`config.mk`:
```
export PLATFORM = sky130hd
export DESIGN_NAME = cla_pipe_addsub
export DESIGN_NICKNAME = d
export VERILOG_FILES = /design/src/rtl/cla_pipe_addsub.sv
export SDC_FILE = /design/constraint.sdc
export NUM_CORES = 1
export LEC_CHECK = 0
export CELL_PAD_IN_SITES_DETAIL_PLACEMENT = 0
export CELL_PAD_IN_SITES_GLOBAL_PLACEMENT = 2
export CORE_MARGIN = 2
export CORE_UTILIZATION = 34
export DETAILED_ROUTE_END_ITERATION = 10
export GPL_TIMING_DRIVEN = 0
export HOLD_SLACK_MARGIN = 0.02
export PLACE_DENSITY = 0.84
export SYNTH_ARGS = -nofsm -noshare
export SYNTH_HDL_FRONTEND = slang
export SYNTH_SLANG_ARGS = --single-unit
```
`constraint.sdc`:
```
create_clock -name clk -period 3 [get_ports clk]
set_input_delay 0.9 -clock clk [delete_from_list [all_inputs] [get_ports clk]]
set_output_delay 0.9 -clock clk [all_outputs]
set_load 0.01 [all_outputs]
```
`src/rtl/cla_pipe_addsub.sv`:
```
// Two-level carry-lookahead adder/subtractor with a 2-stage valid/ready pipeline.
// Stage 1 forms bit and group generate/propagate terms; stage 2 resolves carries, sum and flags.
module cla_pipe_addsub #(
    parameter int unsigned WIDTH = 16,
    parameter int unsigned GROUP = 4
) (
    input  logic             clk,
    input  logic             rst,
    input  logic             in_valid,
    output logic             in_ready,
    input  logic [WIDTH-1:0] a,
    input  logic [WIDTH-1:0] b,
    input  logic             cin,
    input  logic             sub,
    output logic             out_valid,
    input  logic             out_ready,
    output logic [WIDTH-1:0] sum,
    output logic             cout,
    output logic             ovf,
    output logic             zero
);

    localparam int unsigned NG = WIDTH / GROUP;

    if ((WIDTH % GROUP != 0) || (NG > GROUP)) begin : g_param_check
        $error("cla_pipe_addsub: WIDTH must be a multiple of GROUP and WIDTH/GROUP <= GROUP");
    end

    // Handshake
    logic s1_valid_q, s1_valid_d;
    logic s2_valid_q, s2_valid_d;
    logic accept, s2_adv;

    always_comb begin
        s2_adv     = s1_valid_q & (~s2_valid_q | out_ready);
        in_ready   = ~s1_valid_q | s2_adv;
        accept     = in_valid & in_ready;
        s1_valid_d = accept | (s1_valid_q & ~s2_adv);
        s2_valid_d = (~s2_valid_q | out_ready) ? s1_valid_q : s2_valid_q;
    end

    // Stage 1: operand prep and first-level lookahead
    logic [WIDTH-1:0] bb, g, p;
    logic [NG-1:0]    gg, gp;
    logic             c0;
    logic             term1;

    always_comb begin
        bb    = sub ? ~b : b;
        c0    = sub | cin;
        g     = a & bb;
        p     = a ^ bb;
        term1 = 1'b0;
        for (int k = 0; k < NG; k++) begin
            gg[k] = 1'b0;
            gp[k] = 1'b1;
            for (int j = 0; j < GROUP; j++) begin
                term1 = g[k*GROUP + j];
                for (int m = j + 1; m < GROUP; m++) begin
                    term1 = term1 & p[k*GROUP + m];
                end
                gg[k] = gg[k] | term1;
                gp[k] = gp[k] & p[k*GROUP + j];
            end
        end
    end

    // Bit generates are kept alongside propagates so in-group carries can be formed in stage 2.
    logic [WIDTH-1:0] g_q, p_q;
    logic [NG-1:0]    gg_q, gp_q;
    logic             c0_q, a_msb_q, bb_msb_q;

    always_ff @(posedge clk or posedge rst) begin
        if (rst) begin
            s1_valid_q <= 1'b0;
            g_q        <= '0;
            p_q        <= '0;
            gg_q       <= '0;
            gp_q       <= '0;
            c0_q       <= 1'b0;
            a_msb_q    <= 1'b0;
            bb_msb_q   <= 1'b0;
        end else begin
            s1_valid_q <= s1_valid_d;
            if (accept) begin
                g_q      <= g;
                p_q      <= p;
                gg_q     <= gg;
                gp_q     <= gp;
                c0_q     <= c0;
                a_msb_q  <= a[WIDTH-1];
                bb_msb_q <= bb[WIDTH-1];
            end
        end
    end

    // Stage 2: second-level lookahead, in-group carries, sum and flags (all flat SOP, no ripple)
    logic [NG:0]      gc;
    logic [WIDTH-1:0] carry, sum_d;
    logic             ovf_d, term2, acc2;

    always_comb begin
        term2 = 1'b0;
        acc2  = 1'b0;
        gc[0] = c0_q;
        for (int k = 0; k < NG; k++) begin
            term2 = c0_q;
            for (int m = 0; m <= k; m++) term2 = term2 & gp_q[m];
            acc2 = term2;
            for (int i = 0; i <= k; i++) begin
                term2 = gg_q[i];
                for (int m = i + 1; m <= k; m++) term2 = term2 & gp_q[m];
                acc2 = acc2 | term2;
            end
            gc[k+1] = acc2;
        end
        for (int k = 0; k < NG; k++) begin
            for (int j = 0; j < GROUP; j++) begin
                term2 = gc[k];
                for (int m = 0; m < j; m++) term2 = term2 & p_q[k*GROUP + m];
                acc2 = term2;
                for (int i = 0; i < j; i++) begin
                    term2 = g_q[k*GROUP + i];
                    for (int m = i + 1; m < j; m++) term2 = term2 & p_q[k*GROUP + m];
                    acc2 = acc2 | term2;
                end
                carry[k*GROUP + j] = acc2;
            end
        end
        sum_d = p_q ^ carry;
        ovf_d = (a_msb_q == bb_msb_q) & (sum_d[WIDTH-1] != a_msb_q);
    end

    logic [WIDTH-1:0] sum_q;
    logic             cout_q, ovf_q, zero_q;

    always_ff @(posedge clk or posedge rst) begin
        if (rst) begin
            s2_valid_q <= 1'b0;
            sum_q      <= '0;
            cout_q     <= 1'b0;
            ovf_q      <= 1'b0;
            zero_q     <= 1'b0;
        end else begin
            s2_valid_q <= s2_valid_d;
            if (s2_adv) begin
                sum_q  <= sum_d;
                cout_q <= gc[NG];
                ovf_q  <= ovf_d;
                zero_q <= ~|sum_d;
            end
        end
    end

    assign out_valid = s2_valid_q;
    assign sum       = sum_q;
    assign cout      = cout_q;
    assign ovf       = ovf_q;
    assign zero      = zero_q;

endmodule
```
==> results.ini, run 1 <==
[die]
die-height_um=98.1
dieArea_mm2=0.00962
initial_core_util_pct=34.9
rows=34
ioPinCount=59
die_w_um=98.1
coreArea_mm2=0.00864

[global_routing]
grt_pass1_wl_um=11200
grtUsageTotal_pct=15.0
grt_overflow=0
first_global_vias=2214
grt_start_max_net_pins=35
antenna_found_initial=0

[cts]
htree_levels=3
cts.sinks=60
cts_buffers=9
cts_setup_buffers=0
root_buffer=clkbuf_8
clk_path_buf_depth=2
clkTransAtPathRegs_ns=0.07
cts_hold_buffers=0
clk_latency_ns=0.33
tritoncts=built
cts_resized=0

[drt]
wire_per_inst_um=15.1
wirelength_um=6550
drc_errors=0
routed-via-count=2113
vias_per_cell=4.87
drt_iter0_drc=60
ant_nets=0
dr.pass1.iters=4

[worst_setup_path]
path_cells=clkdlybuf4s50_1 > nand3b_1 > nand2_1 > clkbuf_1 > clkbuf_1 > mux2_2
r2r-end=zero
critPathRequiredTime_ns=3.22
cp-end-kind=flop
startpoint=out_ready
arrival_ns=2.93
ff2ff_path_depth=9
cp_slowest_cell=clkbuf_1
start_kind=input port
crit_fanout=10
critPathMaxStageDelay_ns=0.48
r2r_start=gp_q[0]
critPathMostFrequentCell=clkbuf_1
reg2reg_slack_ns=0.44
critical_path_class=input port to flop

[sta]
worst_slew_pin_slew_ns=0.714
setup_viol=0
relSlewSlack_pct=52.4
slew_violations=0
finalHoldViolCount=0
min_period_ns=2.70
fmax_mhz=370
rsz0062_at_grt=no
final.period_utilization_pct=90.1
fin_skew_ns=0.00413

[place]
hpwl_um=5140
port_buffers=57
place_area_mm2=0.00374
gp_congestion=0.749

[logic_synthesis]
yosysMostFrequentCell=dfrtp_1
synth_edf_count=0
synth_flop_cell=dfrtp_1
synth_commonest_cells=dfrtp_1 (60), mux2_2 (43), nand2_1 (21)
synthCells=252
synth_top_area_share_pct=49.9
syn-cell-area_mm2=0.00301
seq_area_frac_synth_pct=49.9
yosysTopAreaCell=dfrtp_1
ys_ff_latch=60
synth_area_leaders=dfrtp_1 (50%), mux2_2 (16%), ha_1 (8.3%)
yosysWarnings=0
synthArstFlopShare_pct=100
ys_types=31
syn_area_per_cell_um2=11.9
mappedNetlistNets=310

[layout]
post-route-util_pct=45.6
drive_above_1_share_pct=18.7
syn_to_final_growth_pct=30.8
multi_input_area_mm2=0.00147
fillCellCount=846
design_area_mm2=0.00394
seqCellArea_mm2=0.00150
fin_nets=379
diodes=0

[job]
drv_cap=0

[min_path]
hp-class=flop to flop
whs_path_depth=2
hp-start=sum[1]
holdPathEnd=sum[1]

[power_and_ir_drop]
power.leakage_nw=1.78
finalPower_w=0.00282
ir_drop_v=0.000230
p_per_area_mw_per_mm2=716

[outcome]
status=finished, final reports clean

[sequential cells by signal (all words and copies together), names as in the netlist]
register and cells:
ovf 1, out_valid 1, bb_msb_q 1, p_q 16, zero 1, gp_q 4
cout 1, sum 16, g_q 12, a_msb_q 1, gg_q 4, s1_valid_q 1
c0_q 1
[logic make-up after synthesis]
logic type | share of synthesized area [%]
AND/OR/NAND/NOR | 8.73
adder cells (fa/ha/maj) | 8.31
AO/OA/AOI/OAI | 9.56
buffers and inverters | 1.29
XOR/XNOR | 5.82
flip-flops | 49.9
multiplexers | 16.4
[critical path: cells and delay by family]
kind | cells | cell delay [ns]
mux | 1 | 0.38
buf+inv | 3 | 1.32
simple gates | 2 | 0.32
[how the worst max path moves through the flow]
stage,to,slack (ns),cells past startpoint
after floorplan,gg_q[1],0.43,8
after global placement,p_q[10],-0.46,2
after detailed placement,gg_q[1],-0.12,8
after CTS,in_ready,0.03,3
after global routing,p_q[1],0.08,6
final,p_q[2],0.30,6
[per-layer routing]
layer	global-route usage, %	routed length (um)	part of all wire [%]	up-vias
met1	20.3	3190	49	1018
met2	23.6	3080	47	37
li1	-	-	-	1049
met5	0	0	0	-
met3	2.43	183	2.8	9
met4	7.05	104	1.6	0
[power breakdown]
| part | internal [W] | switching [W] |
|---|---|---|
| sequential | 0.00102 | 0.000134 |
| clock | 0.000414 | 0.000302 |
| combinational | 0.000536 | 0.000410 |
| total | 0.00197 | 0.000846 |
[final cells by class]
| type | count | area share (%) |
|---|---|---|
| buffer | 9 | 0.889 |
| clock buffer | 16 | 5.08 |
| sequential | 60 | 38.1 |
| inverter | 1 | 0.0953 |
| tap | 108 | 3.43 |
| timing repair buffer | 58 | 15.1 |
| multi-input combinational | 182 | 37.3 |
[layout by cell type, fill, tap and decap left out, drive strengths merged]
master	n
ha	20
a21o	11
xnor2	3
o211a	3
a211oi	3
nand3	2
clkbuf	23
dfrtp	60
or3	3
buf	3
or4	1
xor2	17
a22o	1
nor3	4
nand3b	1
nand4	4
nor2	7
o21a	1
dlymetal6s2s	1
nand2	21
nor4	3
mux2i	1
inv	1
or2	1
nand2b	3
a21oi	6
o221a	1
mux2	43
clkdlybuf4s50	56
and2	4
o21ai	18
[stage by stage]
| stage | setup TNS (ns) | instances | hold slack, ns | worst slack [ns] |
|---|---|---|---|---|
| after floorplan | 0 | 252 | 0.450 | 0.427 |
| after global placement | -27.74 | 417 | 0.465 | -0.458 |
| after detailed placement | -0.466 | 418 | 0.472 | -0.119 |
| after CTS | 0 | 434 | 0.486 | 0.0299 |
| after global routing | 0 | 434 | 0.519 | 0.0830 |
| final | 0 | 434 | 0.478 | 0.297 |
(Power assumes the default switching activity.)
==> inputs of run 2 (changes only) <==
- SKIP_LAST_GASP: unset -> 1
==> results of run 2 <==
The final DEF is identical to that of run 1; final timing and power are the same.
